File: config.mk
export PLATFORM = sky130hd
export DESIGN_NAME = sram_arbiter
export DESIGN_NICKNAME = d
export VERILOG_FILES = /design/src/rtl/sram_arbiter.sv
export SDC_FILE = /design/constraint.sdc
export NUM_CORES = 1
export LEC_CHECK = 0
export CORE_AREA = 2 2 129 131
export CTS_BUF_LIST = sky130_fd_sc_hd__clkbuf_8 sky130_fd_sc_hd__clkbuf_16
export CTS_CLUSTER_SIZE = 25
export DETAILED_ROUTE_END_ITERATION = 7
export DIE_AREA = 0 0 131 133
export GPL_ROUTABILITY_DRIVEN = 0
export PLACE_DENSITY_LB_ADDON = 0.3
export SETUP_SLACK_MARGIN = 0.4
export SLEW_MARGIN = 30
export SYNTH_ARGS = -nofsm -noshare
export SYNTH_HDL_FRONTEND = slang
export SYNTH_SLANG_ARGS = --single-unit
export TNS_END_PERCENT = 5
File: constraint.sdc
create_clock -name sram_clk -period 1.8 [get_ports sram_clk]
set_input_delay 0.36 -clock sram_clk [delete_from_list [all_inputs] [get_ports sram_clk]]
set_output_delay 0.36 -clock sram_clk [all_outputs]
set_load 0.005 [all_outputs]
File: src/rtl/sram_arbiter.sv
// -----------------------------------------------------------------------------
// sram_arbiter
//
// Two-requester arbiter and command sequencer for a single-port 8k x 32
// synchronous SRAM. Requester m0 is the boot loader and m1 is the core.
// Each accepted request becomes a one-cycle command (CMD). A read adds one
// response cycle (RESP), in which the SRAM's registered read-done strobe
// (mem_oe_r) qualifies the captured data.
//
// Transaction timing, where N is the first cycle a request is seen in IDLE:
//   N+1 : grant pulse and SRAM command cycle
//   N+2 : write -> back in IDLE; read -> RESP, data captured at end of cycle
//   N+3 : read  -> rvalid pulse, back in IDLE
//
// Configuration macro:
//   SRAM_ARB_FIXED_PRIO_EN  defined   : fixed priority, m0 wins every tie
//                           undefined : round-robin using last_gnt_q
//
// Ports:
//   sram_clk            clock, shared with the SRAM
//   sram_rst            synchronous active-high reset
//   mX_req/we/addr/wdata  requester X command. req is held until gnt is seen.
//   mX_gnt              one-cycle grant; the request fields were latched
//   mX_rdata/mX_rvalid  read data, held until the next read for that port
//                       completes; rvalid pulses for one cycle
//   mem_address/wdata   SRAM address and write data
//   mem_rdata           SRAM read data
//   mem_cs/we/oe        SRAM chip select, write enable, output enable
//   mem_oe_r            SRAM registered read-done strobe
//   rd_err              sticky flag: a read response came without mem_oe_r
// -----------------------------------------------------------------------------
module sram_arbiter #(
  parameter int data_width    = 32,
  parameter int address_width = 13
) (
  input  logic                     sram_clk,
  input  logic                     sram_rst,

  input  logic                     m0_req,
  input  logic                     m0_we,
  input  logic [address_width-1:0] m0_addr,
  input  logic [data_width-1:0]    m0_wdata,
  output logic                     m0_gnt,
  output logic [data_width-1:0]    m0_rdata,
  output logic                     m0_rvalid,

  input  logic                     m1_req,
  input  logic                     m1_we,
  input  logic [address_width-1:0] m1_addr,
  input  logic [data_width-1:0]    m1_wdata,
  output logic                     m1_gnt,
  output logic [data_width-1:0]    m1_rdata,
  output logic                     m1_rvalid,

  output logic [address_width-1:0] mem_address,
  output logic [data_width-1:0]    mem_wdata,
  input  logic [data_width-1:0]    mem_rdata,
  output logic                     mem_cs,
  output logic                     mem_we,
  output logic                     mem_oe,
  input  logic                     mem_oe_r,

  output logic                     rd_err
);

  typedef enum logic [1:0] {
    IDLE = 2'd0,
    CMD  = 2'd1,
    RESP = 2'd2
  } state_e;

  state_e                   state_q;
  logic                     winner_q;   // 0 = m0, 1 = m1
  logic                     we_q;
  logic                     m0_gnt_q;
  logic                     m1_gnt_q;
  logic                     m0_rvalid_q;
  logic                     m1_rvalid_q;
  logic [data_width-1:0]    m0_rdata_q;
  logic [data_width-1:0]    m1_rdata_q;
  logic [address_width-1:0] mem_address_q;
  logic [data_width-1:0]    mem_wdata_q;
  logic                     mem_cs_q;
  logic                     mem_we_q;
  logic                     mem_oe_q;
  logic                     rd_err_q;
`ifndef SRAM_ARB_FIXED_PRIO_EN
  logic                     last_gnt_q;
`endif

  logic                     any_req;
  logic                     winner_d;
  logic                     sel_we;
  logic [address_width-1:0] sel_addr;
  logic [data_width-1:0]    sel_wdata;

  // Winner selection. This is only acted on in IDLE, so a request that is
  // still held during CMD/RESP is never granted twice.
  always_comb begin
    winner_d = 1'b0;
    if (m0_req && m1_req) begin
`ifdef SRAM_ARB_FIXED_PRIO_EN
      winner_d = 1'b0;
`else
      // On a tie, the requester that was not granted last time wins.
      winner_d = ~last_gnt_q;
`endif
    end else if (m1_req) begin
      winner_d = 1'b1;
    end
  end

  assign any_req   = m0_req | m1_req;
  assign sel_we    = winner_d ? m1_we    : m0_we;
  assign sel_addr  = winner_d ? m1_addr  : m0_addr;
  assign sel_wdata = winner_d ? m1_wdata : m0_wdata;

  // Sequencer. All outputs are registered. The SRAM controls for a cycle are
  // therefore loaded on the edge that enters that cycle's state.
  always_ff @(posedge sram_clk) begin
    if (sram_rst) begin
      state_q       <= IDLE;
      winner_q      <= 1'b0;
      we_q          <= 1'b0;
      m0_gnt_q      <= 1'b0;
      m1_gnt_q      <= 1'b0;
      m0_rvalid_q   <= 1'b0;
      m1_rvalid_q   <= 1'b0;
      m0_rdata_q    <= '0;
      m1_rdata_q    <= '0;
      mem_address_q <= '0;
      mem_wdata_q   <= '0;
      mem_cs_q      <= 1'b0;
      mem_we_q      <= 1'b0;
      mem_oe_q      <= 1'b0;
      rd_err_q      <= 1'b0;
`ifndef SRAM_ARB_FIXED_PRIO_EN
      last_gnt_q    <= 1'b1;
`endif
    end else begin
      m0_gnt_q    <= 1'b0;
      m1_gnt_q    <= 1'b0;
      m0_rvalid_q <= 1'b0;
      m1_rvalid_q <= 1'b0;

      case (state_q)
        IDLE: begin
          mem_cs_q <= 1'b0;
          mem_we_q <= 1'b0;
          mem_oe_q <= 1'b0;
          if (any_req) begin
            winner_q      <= winner_d;
            we_q          <= sel_we;
            mem_address_q <= sel_addr;
            mem_wdata_q   <= sel_wdata;
            m0_gnt_q      <= ~winner_d;
            m1_gnt_q      <= winner_d;
            mem_cs_q      <= 1'b1;
            mem_we_q      <= sel_we;
            mem_oe_q      <= ~sel_we;
`ifndef SRAM_ARB_FIXED_PRIO_EN
            last_gnt_q    <= winner_d;
`endif
            state_q       <= CMD;
          end
        end

        CMD: begin
          if (we_q) begin
            mem_cs_q <= 1'b0;
            mem_we_q <= 1'b0;
            mem_oe_q <= 1'b0;
            state_q  <= IDLE;
          end else begin
            // Keep the SRAM output driver enabled while the data is returned.
            mem_cs_q <= 1'b1;
            mem_we_q <= 1'b0;
            mem_oe_q <= 1'b1;
            state_q  <= RESP;
          end
        end

        RESP: begin
          mem_cs_q <= 1'b0;
          mem_we_q <= 1'b0;
          mem_oe_q <= 1'b0;
          state_q  <= IDLE;
          // Only the winner's read data register is updated. The other
          // port's data is left untouched.
          if (mem_oe_r) begin
            if (winner_q) begin
              m1_rdata_q  <= mem_rdata;
              m1_rvalid_q <= 1'b1;
            end else begin
              m0_rdata_q  <= mem_rdata;
              m0_rvalid_q <= 1'b1;
            end
          end else begin
            rd_err_q <= 1'b1;
          end
        end

        default: begin
          mem_cs_q <= 1'b0;
          mem_we_q <= 1'b0;
          mem_oe_q <= 1'b0;
          state_q  <= IDLE;
        end
      endcase
    end
  end

  assign m0_gnt      = m0_gnt_q;
  assign m1_gnt      = m1_gnt_q;
  assign m0_rvalid   = m0_rvalid_q;
  assign m1_rvalid   = m1_rvalid_q;
  assign m0_rdata    = m0_rdata_q;
  assign m1_rdata    = m1_rdata_q;
  assign mem_address = mem_address_q;
  assign mem_wdata   = mem_wdata_q;
  assign mem_cs      = mem_cs_q;
  assign mem_we      = mem_we_q;
  assign mem_oe      = mem_oe_q;
  assign rd_err      = rd_err_q;

endmodule

==> results.toml <==
[critical_path]
critical_path_class = "flip-flop to output port"
cp.arrival_ps = 1260
crit_buf_inv = 1
startpoint = "m1_rdata[4]"
cp-start-kind = "flip-flop"
end_kind = "output port"
cp_slowest_stage_delay_ps = 540
cp_top_family = "buffers and inverters"
r2r_start = "state_q[1]"
required_ps = 1440
cp_cell_sequence = "clkdlybuf4s50_1"
cp_max_fo = 2
critPathSlowestCell = "clkdlybuf4s50_1"

[global_route]
grt_use_met1 = 0.1972
grt_util_met2 = 0.2832
use_met3 = 0.07521
grt_start_max_net_pins = 61
antenna_found_initial = 0
groute.usage.overall = 0.1712
grt_pass1_wl_um = 23560
gr-total-overflow = 0
grt_pass1_vias = 4696
busiest_layer = "met2"

[logic_synthesis]
synth_edf_count = 0
ys_types = 29
post-synth-top-count-cell = "nand2_1"
netlist.area_leader.share = 0.5176
async_reset_ff_frac = 0
syn-num-nets = 707
synthTopCellsByArea = "dfxtp_1 (52%), nand2_1 (17%), a21oi_1 (12%)"
syn_area_sq_um = 4718
ys.flop_type = "dfxtp_1"
yosysTopAreaCell = "dfxtp_1"
yosysSeqAreaShare = 0.5176
synth.ff_latch_count = 122
synth_area_per_cell_sq_um = 8.163
yosysWarnings = 0
synthTopCellsByCount = "nand2_1 (218), dfxtp_1 (122), a21oi_1 (111), a311oi_1 (45), buf_2 (20)"
synthCells = 578

[job]
cap_violations = 0

[timing]
setup_viol = 0
slew-limit-headroom = 0.7200
fmax_mhz = 616.2
setup_ws_ps = 177.1
hold_viol = 0
period_share = 0.9016
tightest_slew_ps = 414.1
maxSlewViolCount = 0
finalCriticalPeriod_ps = 1623
rsz0062_at_grt = "yes"
finClkSkew_ps = 8.788
fin_setup_tns_ps = 0

[placed_design]
pre_cts_slack_ps = -87.43
hpwl_um = 10050
portBuffers = 245
placed_cells = 1012

[drt]
via_count = 4886
antenna_left = 0
drc = 0
viasPerCell = 4.680
drtPass1Iterations = 4
routedWlPerCell_um = 14.46
drt-total-wl_um = 15090
initialDrtViolationCount = 225

[worst_hold_path]
min_from = "sram_rst"
hp-class = "input port to flip-flop"

[die]
dieArea_sq_um = 17420
coreArea_sq_um = 16170
initial_core_util = 0.2918
fp.dieH_um = 133
ioPinCount = 246
rows = 47
die_w_um = 131

[power_and_ir_drop]
combinationalPowerShare = 0.151
switching_power_w = 0.001843
p_leak_nw = 3.112
internal-power_w = 0.006118
p_sw_frac = 0.2315
p_per_area_nw_per_um2 = 976.9
pwr-share-clk = 0.479
p_seq_frac = 0.371
ir_worst_vdd_mv = 0.6093

[cells_and_area]
insertedDiodeCount = 0
drive_gt1_frac = 0.07403
final_cell_count_no_fill = 1044
nets = 940
fill_cells = 1561
area_delta_synth_final_pct = 72.74

[clock_network]
insertion_delay_ps = 410
max-clock-path-buffers = 2
clkSinkCount = 122
clk_pin_slew_worst_paths_ps = 60
post_cts_buffers = 0
cts-root-buf = "clkbuf_16"
cts_tree = "built"
cts_buffers = 17
ctsHtreeMaxLevel = 4

[run_status]
run_status = "finished, final reports clean"
-- final timing paths --
kind	end	slack [ps]	cells past startpoint
worst min-delay path	mem_wdata[2]	290	2
worst max register to register	mem_address[11]	360	4
worst max-delay path	m1_rdata[4]	180	1
worst min register to register	state_q[1]	450	1
-- cells by family (layout without fill, tap and decap cells) --
family                 count (synthesis)  after routing  share of synthesized area
AND/OR/NAND/NOR                      236            236                     0.1976
AO/OA/AOI/OAI                        164            164                     0.2161
flip-flops                           122            122                     0.5176
buffers and inverters                 55            301                    0.06656
multiplexers                           1              1                   0.002122
-- final cells by class --
type                            instances  area, sq um  share of cell area
Clock inverter                         13        214.0             0.02625
Multi-Input combinational cell        401         1989              0.2441
Inverter                                2        7.507           0.0009211
Sequential cell                       122         2442              0.2997
Tap cell                              220        275.3             0.03377
Timing Repair Buffer                  267         2769              0.3397
Clock buffer                           19        452.9             0.05557
-- state kept, by name, indices dropped and copies added (netlist names) --
register     count
last_gnt_q       1
m0_gnt           1
m0_rdata        32
m0_rvalid        1
m1_gnt           1
m1_rdata        32
m1_rvalid        1
mem_address     13
mem_cs           1
mem_oe           1
mem_wdata       32
mem_we           1
rd_err           1
state_q          2
we_q             1
winner_q         1
-- cell usage in the layout, fill, tap and decap left out, types with 2 or more instances in the layout --
cell | netlist | layout
clkdlybuf4s50_1 | 0 | 226
nand2_1 | 218 | 218
dfxtp_1 | 122 | 122
a21oi_1 | 111 | 111
a311oi_1 | 45 | 45
clkbuf_16 | 0 | 17
buf_4 | 12 | 12
buf_12 | 0 | 11
dlymetal6s2s_1 | 0 | 10
nor2_1 | 7 | 7
dlygate4sd2_1 | 0 | 7
bufinv_16 | 0 | 5
clkinv_4 | 0 | 3
inv_1 | 2 | 2
o21ai_0 | 2 | 2
clkbuf_8 | 0 | 2
clkinvlp_4 | 0 | 2
inv_6 | 0 | 2
-- layer usage --
layer / wire length (um) / share of wire
met5: 0 / 0
met4: 153 / 0.010
met3: 1543 / 0.10
met2: 7150 / 0.47
met1: 6246 / 0.41
-- power groups by stage --
stage	registers (W)	logic, W	clock network [W]
2_1_floorplan	0.00301	0.000466	0
6_report	0.00295	0.00120	0.00381
4_1_cts	0.00295	0.00122	0.00391
3_5_place_dp	0.00301	0.00123	0
3_3_place_gp	0.00300	0.00123	0
5_1_grt	0.00297	0.00131	0.00403
-- metrics by stage --
stage                     area [sq um]  power (W)  utilization  hold slack, ps
after CTS                         8125   0.008080       0.5024           280.0
after global placement            7467   0.004232       0.4617           441.1
after global routing              8150   0.008312       0.5040           303.0
after detailed placement          7467   0.004236       0.4617           440.2
after floorplan                   4718   0.003476            -           419.1
final                             8150   0.007962       0.5040           288.6
-- what timing repair did --
| item | CTS | global route |
|---|---|---|
| gates cloned | 0 | 0 |
| hold buffers | 0 | 0 |
| setup endpoints to repair | 164 | 217 |
| resized for setup | 9 | 10 |
No activity file was read; power rests on OpenSTA's default activity.
